$ cat src/rtl/gnn_out_serializer.sv
// Serializes one captured frame of GNN output features onto a valid/ready stream.
// Optional macro GNN_OUT_DROPCNT_EN adds an 8-bit saturating dropped-strobe counter port.
module gnn_out_serializer #(
  parameter int NUM_NODES     = 4,
  parameter int OUTS_PER_NODE = 2,
  parameter int DATA_W        = 21
) (
  input  logic                                           clk,
  input  logic                                           rst_n,
  input  logic                                           out_ready,
  input  logic [NUM_NODES*OUTS_PER_NODE*DATA_W-1:0]      out_data,
  output logic                                           m_valid,
  input  logic                                           m_ready,
  output logic [DATA_W-1:0]                              m_data,
  output logic [(NUM_NODES > 1 ? $clog2(NUM_NODES) : 1)-1:0]         m_node,
  output logic [(OUTS_PER_NODE > 1 ? $clog2(OUTS_PER_NODE) : 1)-1:0] m_idx,
  output logic                                           m_last,
  output logic                                           busy,
`ifdef GNN_OUT_DROPCNT_EN
  output logic [7:0]                                     drop_cnt,
`endif
  output logic                                           overrun
);

  localparam int NW     = NUM_NODES * OUTS_PER_NODE;
  localparam int PTR_W  = (NW > 1) ? $clog2(NW) : 1;
  localparam int NODE_W = (NUM_NODES > 1) ? $clog2(NUM_NODES) : 1;
  localparam int IDX_W  = (OUTS_PER_NODE > 1) ? $clog2(OUTS_PER_NODE) : 1;

  typedef enum logic {IDLE, SEND} state_t;

  state_t                   state_q, state_d;
  logic [PTR_W-1:0]         ptr_q, ptr_d;
  logic                     overrun_q, overrun_d;
  logic [NW*DATA_W-1:0]     buf_q;
  logic                     capture;
  logic                     drop;
  logic                     last_word;
  logic signed [DATA_W-1:0] word_sel;

  assign last_word = (ptr_q == PTR_W'(NW - 1));

  always_comb begin
    state_d   = state_q;
    ptr_d     = ptr_q;
    overrun_d = overrun_q;
    capture   = 1'b0;
    drop      = 1'b0;
    case (state_q)
      IDLE: begin
        if (out_ready) begin
          capture = 1'b1;
          ptr_d   = '0;
          state_d = SEND;
        end
      end
      SEND: begin
        if (m_ready && last_word) begin
          // A strobe coinciding with the final handshake starts the next frame with no bubble
          ptr_d = '0;
          if (out_ready) capture = 1'b1;
          else           state_d = IDLE;
        end else begin
          if (m_ready) ptr_d = ptr_q + 1'b1;
          if (out_ready) begin
            drop      = 1'b1;
            overrun_d = 1'b1;
          end
        end
      end
      default: state_d = IDLE;
    endcase
  end

  always_ff @(posedge clk) begin
    if (!rst_n) begin
      state_q   <= IDLE;
      ptr_q     <= '0;
      overrun_q <= 1'b0;
    end else begin
      state_q   <= state_d;
      ptr_q     <= ptr_d;
      overrun_q <= overrun_d;
    end
  end

  // Frame buffer carries data only; its contents after reset are irrelevant
  always_ff @(posedge clk) begin
    if (capture) buf_q <= out_data;
  end

`ifdef GNN_OUT_DROPCNT_EN
  logic [7:0] drop_cnt_q, drop_cnt_d;

  always_comb begin
    drop_cnt_d = drop_cnt_q;
    if (drop && (drop_cnt_q != 8'hFF)) drop_cnt_d = drop_cnt_q + 8'd1;
  end

  always_ff @(posedge clk) begin
    if (!rst_n) drop_cnt_q <= 8'd0;
    else        drop_cnt_q <= drop_cnt_d;
  end

  assign drop_cnt = drop_cnt_q;
`endif

  always_comb begin
    word_sel = buf_q[int'(ptr_q)*DATA_W +: DATA_W];
    m_valid  = (state_q == SEND);
    busy     = (state_q == SEND);
    m_data   = '0;
    m_node   = '0;
    m_idx    = '0;
    m_last   = 1'b0;
    if (state_q == SEND) begin
      m_data = word_sel;
      m_node = NODE_W'(int'(ptr_q) / OUTS_PER_NODE);
      m_idx  = IDX_W'(int'(ptr_q) % OUTS_PER_NODE);
      m_last = last_word;
    end
  end

  assign overrun = overrun_q;

endmodule
$ cat config.mk
export PLATFORM = sky130hd
export DESIGN_NAME = gnn_out_serializer
export DESIGN_NICKNAME = d
export VERILOG_FILES = /design/src/rtl/gnn_out_serializer.sv
export SDC_FILE = /design/constraint.sdc
export NUM_CORES = 1
export LEC_CHECK = 0
export BUFFER_PORTS_ARGS = -buffer_cell sky130_fd_sc_hd__buf_2
export CAP_MARGIN = 20
export CORE_UTILIZATION = 44
export CTS_BUF_LIST = sky130_fd_sc_hd__clkbuf_16
export CTS_CLUSTER_DIAMETER = 40
export DETAILED_ROUTE_END_ITERATION = 10
export GPL_TIMING_DRIVEN = 1
export HOLD_SLACK_MARGIN = 0.15
export PLACE_DENSITY = 0.7
export SLEW_MARGIN = 20
export SYNTH_ARGS = -nofsm -noshare
export SYNTH_HDL_FRONTEND = slang
export SYNTH_SLANG_ARGS = --single-unit
$ cat constraint.sdc
create_clock -name clk -period 14.15 [get_ports clk]
set_clock_uncertainty 0.2 [all_clocks]
set_input_delay 2.83 -clock clk [delete_from_list [all_inputs] [get_ports clk]]
set_output_delay 2.83 -clock clk [all_outputs]
set_load 0.05 [all_outputs]
; ---- Word level (Yosys, flattened, before mapping)
; Index checks and enable logic that the tools add are counted.
[word_totals]
regBits = 173
in_bits = 172
out_inout_bits = 28
elab_cells = 28
[op_classes]
addsub = 1
n_mul = 1
eq_ne = 3
shifts = 1
n_mux = 13
bitwise = 2
reduce_logical = 3
[ops]
columns = cell, n
row1 = $shiftx 168x9->21, 1
row2 = $mux 21, 1
row3 = $mux 3, 3
row4 = $mul 3x5->8 const B, 1
row5 = $pmux 3 s2, 1
row6 = $mux 1, 5
row7 = $pmux 1 s2, 2
row8 = $add 3x1->3 const B, 1
row9 = $eq 3x3->1 const B, 1
row10 = $ne 3x2->1 const B, 1
row11 = $reduce_and 3->1, 1
row12 = $mux 2, 1
row13 = $ne 2x2->1 const B, 1
row14 = $not 1->1, 2
row15 = $reduce_and 2->1, 1
row16 = $logic_and 1x1->1, 1

; ---- Longest topological paths before layout
; Gate-level depths: netlist (run 1).
[depth]
ltp_word = 4
ltp_mapped = 5
ltp_nobuf = 5

; ---- Least setup slack after synthesis (run 1)
; OpenSTA, ideal clock, no wires.
[synth_timing]
kind = input port to flip-flop
start = input m_ready
end = register buf_q[0], enable pin
setup_time_ns = 0.716
t_arrival_ns = 10.326
required_time_ns = 13.234
setup_slack_ns = 2.908
path_stages = 2
path_buffers = 0
cell_sequence = a21boi_0 nor2b_1
[synth_between]
elab_chain_len = 3
[synth_lines]
columns = item, line_no
row1 = "start, declared", 13  ; input logic m_ready,
row2 = $logic_and 1x1->1, 58  ; if (m_ready && last_word) begin
row3 = $mux 1, 58
row4 = $pmux 1 s2, 49  ; case (state_q)
row5 = via capture, 36  ; logic capture;
row6 = "end signal, assigned", 89  ; if (capture) buf_q <= out_data;
row7 = "end, declared", 35  ; logic [NW*DATA_W-1:0] buf_q;
; The timed path passes the listed nets, and every way through them passes these cells.
; A chain may end at the register's enable or synchronous reset.

; ---- Worst setup path in the final report (run 1)
[layout_timing]
start = register ptr_q[0]
end = output m_data[14]
[layout_between]
elab_chain_len = 3
[layout_lines]
columns = item, line_no
row1 = "start, declared", 33  ; logic [PTR_W-1:0] ptr_q, ptr_d;
row2 = "start signal, assigned", 82  ; ptr_q <= ptr_d;
row3 = $mul 3x5->8, 109  ; word_sel = buf_q[int'(ptr_q)*DATA_W +: DATA_W];
row4 = $shiftx 168x9->21, 109
row5 = $mux 21, 116  ; if (state_q == SEND) begin
row6 = "end, declared", 14  ; output logic [DATA_W-1:0] m_data,
; Every way passes these cells.

==> results of run 1 <==
==> flip-flops by register name, indices dropped and copies added, names as in the netlist <==
register	count
buf_q	168
ptr_q	3
busy	1
overrun	1
==> final timing paths <==
check                to     start  slack [ps]
max reg2reg   buf_q[66]  ptr_q[0]       10200
max          m_data[14]  ptr_q[0]        8300
min reg2reg     overrun   overrun         350
min             overrun   overrun         350
==> worst reg2reg max path: stages, from the launching register on <==
cell and delay [ps]:
dfxtp_4 530, buf_4 760, ha_1 300, ha_1 210, a21boi_0 200, nor2b_4 590, buf_6 710
==> cells in the mapped netlist <==
cell type    n
a21oi_1      2
nand4b_1     1
edfxtp_1   168
a21boi_0     2
mux2_2       9
and2_1       4
buf_4        3
nor4bb_1     1
a32oi_1      1
o21ai_0     19
a211oi_2     9
mux2i_1     22
o21a_1       1
buf_12       1
buf_8        3
buf_2        5
dfxtp_1      5
buf_1        1
nand2_1      2
buf_6        1
nor2b_1      5
nor2_1      21
o21ai_1      2
mux4_2      21
clkbuf_1     7
a211oi_1    12
mux2_1      12
ha_1         2
==> layout by cell type, fill, tap and decap left out, drive strengths merged, types with 3 or more instances in the layout <==
master,Yosys,layout
clkbuf,7,17
a211oi,21,21
mux2,21,21
mux4,21,21
bufinv,0,3
o21ai,21,21
nor2,21,21
buf,14,206
and2,4,4
clkinv,0,10
dfxtp,5,5
edfxtp,168,168
nor2b,5,5
mux2i,22,22
==> layer usage <==
layer	vias up	track usage	part of all wire
met5	-	0	0
met4	0	0.0773	0.015
met3	14	0.0455	0.046
met2	133	0.333	0.52
met1	1965	0.256	0.42
li1	1786	-	-
==> report_power, final <==
part / leakage, nW / switching (mW) / total [mW] / internal [mW]
clock network: 0.290 / 0.184 / 0.458 / 0.274
registers: 1.64 / 0.00850 / 0.604 / 0.596
logic: 1.26 / 0.0546 / 0.0931 / 0.0385
total: 3.19 / 0.247 / 1.16 / 0.908
==> logic make-up (layout without fill, tap and decap cells) <==
kind of cell / after synthesis / in the layout / synth area share
flip-flops: 173 / 173 / 0.761
adder cells (fa/ha/maj): 2 / 2 / 0.00370
buffers and inverters: 21 / 238 / 0.0228
multiplexers: 64 / 64 / 0.137
AO/OA/AOI/OAI: 48 / 48 / 0.0516
AND/OR/NAND/NOR: 34 / 34 / 0.0239
==> cell type report <==
cell class                      instances  share of cell area
Clock buffer                           17              0.0501
Tap cell                              184              0.0271
Clock inverter                         15              0.0183
Timing Repair Buffer                  206               0.124
Multi-Input combinational cell        148               0.174
Sequential cell                       173               0.607
==> stage by stage <==
step                      instance area (µm²)  setup WS [ps]
after floorplan                          6760           2910
after global placement                   7900           8660
after detailed placement                 7900           8650
after CTS                                8480           8190
after global routing                     8490           8060
final                                    8490           8300
==> qor.yml, run 1 <==
outcome:
  status: "finished clean"
final_layout:
  n_fill_cell: 1159
  instances_no_fill: 743
  final-seq-area_um2: 5150
  nets: 720
  drive_gt1_frac: 0.494
  num_antenna_cells: 0
  multi_input_area_um2: 1480
  areaGrowthSynthToFinish_pct: 25.5
  final_core_util: 0.575
place:
  hpwl_um: 10200
  io_buffers: 199
  place_congestion: 0.811
  place_inst: 711
clock_network:
  cts_setup_buffers: 0
  cts.sinks: 173
  worstSkewPairLatency_ps: 410
  cts-htree-levels: 4
  cts-root-buf: "clkbuf_16"
  cts.path.max_buffers: 2
  hold_buffers: 0
  cts_tree: "done"
  cts_made_buffers: 17
  cts.repair.resized: 0
  clk_pin_slew_ps: 60
flow_run:
  maxCapViolations: 0
grt:
  grt_max_degree: 95
  antenna_found_initial: 0
  gr-total-overflow: 0
  grt_pass1_vias: 4182
  grt_pass1_wl_um: 22900
  grt_usage: 0.200
logic_synthesis:
  synth_area_leader_cell: "edfxtp_1"
  yosys.area.top_type_share: 0.746
  synth_seq_cells: 173
  ys_top_cells_by_area: "edfxtp_1 (75%), mux4_2 (7.0%), mux2i_1 (3.3%)"
  yosysSeqAreaShare: 0.761
  syn_area_per_cell_um2: 19.8
  ys_warn_count: 0
  postSynthNetCount: 516
  synth.distinct_cells: 28
  synthCells: 342
  synthesis.area_um2: 6760
die:
  start_util: 0.458
  ios: 200
  die_height_um: 126
  placeableCoreArea_um2: 14800
  dieArea_um2: 15900
  die_w_um: 126
  rows: 44
timing:
  hold_violations: 0
  tightestPinTransition_ps: 881
  holdWs_ps: 346
  min_period_ps: 5850
  period_share: 0.413
  rsz0062_at_grt: "no"
  relSlewSlack: 0.413
  finalSetupViolations: 0
  slew_violations: 0
  tns_ps: 0
  fmax_mhz: 171
setup_path:
  reg2reg_depth: 6
  critPathTopFamily: "buffers and inverters"
  arrival_ps: 2820
  crit_path_start_kind: "flop"
  cp_num_buf_inv: 2
  max_stage_delay_ps: 750
  crit_type: "flop to output pin"
  critPathMaxFanout: 50
  worst-path-stages: 5
  cp.required_ps: 11120
  worstPathCellList: "buf_4 -> mux4_2 -> nor2_1 -> a211oi_1 -> buf_2"
  crit_slowest_cell: "buf_4"
  end_kind: "output pin"
power_and_ir_drop:
  irDropWorstVdd_mv: 0.105
  leakagePower_nw: 3.19
  finalPower_mw: 1.16
  p_per_area_nw_per_um2: 136
routing:
  route.antenna.remaining_nets: 0
  vias_per_cell: 5.25
  wl_per_cell_um: 20.2
  drtIter0Drc: 254
  routed_wl_um: 15000
  vias: 3898
  drt_pass1_iterations: 4
  post-route-drc-count: 0
hold_path:
  hold_path_class: "flop to flop"
  hold_depth: 2
Note: power is estimated with default switching activity, not from simulation.
==> inputs of run 2 (changes only) <==
Clock period 14.15 ns to 5.8 ns, I/O delays scaled along.
==> run 2 against run 1 <==
Against the previous run:
- non-clock buffer count down 1
- register-to-register slack worse by 7900 ps
- count of clock-buffer cells in the layout unchanged
- die area unchanged
- design area up 0.40%
- total power up 150%
- utilization up 0.23 points
- global-route usage down 0.090 points
- via count down 2.2%
- critical endpoint is now m_data[10]
- largest cell class unchanged
- largest power group unchanged
- highest routed layer is now met5
==> qor.yml, run 2 (same netlist as run 1, synthesis figures left out) <==
final_layout:
  areaGrowthSynthToFinish_pct: 26.0
  reg_top3: "buf_q x168, ptr_q x3"
  layout_commonest_cell: "buf_2"
  final_core_util: 0.578
  multi_input_area_um2: 1480
  n_fill_cell: 1140
  nets: 719
  final-seq-area_um2: 5150
  drive_gt1_frac: 0.500
  largest_reg_flops: 168
  most-common-layout-cells: "buf_2 (199), edfxtp_1 (168), mux2i_1 (22), mux4_2 (21), nor2_1 (21)"
  max_flop_register: "buf_q"
place:
  io_buffers: 199
  hpwl_um: 10300
  dpl_worst_slack_ps: 2060
  place_congestion: 0.748
clock_network:
  cts-htree-levels: 4
  cts.repair.resized: 0
  cts-root-buf: "clkbuf_16"
  cts_tree: "done"
  cts.sinks: 173
  worstSkewPairLatency_ps: 420
  cts.path.max_buffers: 2
  hold_buffers: 0
  cts_setup_buffers: 0
  cts_made_buffers: 17
  clk_pin_slew_ps: 60
flow_run:
  maxCapViolations: 0
hold_path:
  hold_end: "overrun"
  hold_path_class: "flop to flop"
  hold_depth: 2
  worstHoldStart: "overrun"
die:
  die_w_um: 126
  dieArea_um2: 15900
  start_util: 0.458
  die_height_um: 126
  ios: 200
  rows: 44
  placeableCoreArea_um2: 14800
routing:
  post-route-drc-count: 0
  routed_wl_um: 14900
  route.antenna.remaining_nets: 0
  drtIter0Drc: 268
  vias: 3814
  drt_pass1_iterations: 5
  vias_per_cell: 5.13
  wl_per_cell_um: 20.0
timing:
  period_share: 0.714
  tns_ps: 0
  tightestPinTransition_ps: 898
  rsz0062_at_grt: "no"
  hold_violations: 0
  holdWs_ps: 298
  min_period_ps: 4140
  finalSetupViolations: 0
  slew_violations: 0
  relSlewSlack: 0.401
  layout_setup_ws_ps: 1660
  fmax_mhz: 241
power_and_ir_drop:
  leakagePower_nw: 3.20
  finalPower_mw: 2.87
  irDropWorstVdd_mv: 0.237
  p_per_area_nw_per_um2: 337
setup_path:
  r2r-end: "buf_q[139]"
  cp.required_ps: 4440
  ff2ff_setup_slack_ps: 2330
  worstPathCellList: "buf_4 -> mux4_2 -> nor2_1 -> a211oi_2 -> buf_2"
  arrival_ps: 2780
  reg2reg_depth: 5
  max_stage_delay_ps: 930
  crit_path_start_kind: "flop"
  crit_slowest_cell: "dfxtp_4"
  crit_type: "flop to output pin"
  r2r-start: "ptr_q[0]"
  critPathMaxFanout: 51
  end_kind: "output pin"
grt:
  antenna_found_initial: 2
  grt_pass1_wl_um: 22800
  grt_pass1_vias: 4111
  gr-total-overflow: 0
  grt_max_degree: 153
  grt_usage: 0.199
outcome:
  status: "finished clean"
-- run 2: stage by stage --
| stage | instance area [µm²] | std cells |
|---|---|---|
| 3_5_place_dp | 7910 | 710 |
| 5_1_grt | 8520 | 742 |
| 2_1_floorplan | 6770 | 342 |
| 6_report | 8520 | 743 |
| 4_1_cts | 8520 | 742 |
| 3_3_place_gp | 7910 | 710 |
-- run 2: metal layers --
metal  global-route usage  vias up  part of all wire
met5                    0        -           0.00087
met3               0.0646       22             0.066
met1                0.257     1856              0.42
li1                     -     1795                 -
met4               0.0659        2             0.017
met2                0.319      139              0.50
-- run 2: report_power, final --
part / internal [mW] / total [mW] / switching [mW]
Combinational: 0.0943 / 0.223 / 0.129
Sequential: 1.45 / 1.48 / 0.0249
Clock: 0.686 / 1.17 / 0.484
-- run 2: how the worst max path moves through the flow --
stage,startpoint,endpoint,slack (ps)
final,ptr_q[0],m_data[10],1660
after global routing,ptr_q[0],m_data[5],1460
after CTS,ptr_q[0],m_data[5],1590
after detailed placement,ptr_q[0],m_data[5],2060
after global placement,ptr_q[0],m_data[5],2080
after floorplan,m_ready,buf_q[0],1310
-- run 2: cell type report --
class	count	area share
Multi-Input combinational cell	148	0.173
Antenna cell	1	0.000294
Tap cell	184	0.0270
Timing Repair Buffer	205	0.124
Clock inverter	15	0.0217
Sequential cell	173	0.604
Clock buffer	17	0.0499
-- run 2: worst max-delay path: cells and delay by family (launching register included) --
kind | cells | cell delay, ps
multiplexers | 1 | 540
AO/OA/AOI/OAI | 1 | 50
flip-flops | 1 | 930
AND/OR/NAND/NOR | 1 | 160
buffers and inverters | 2 | 640
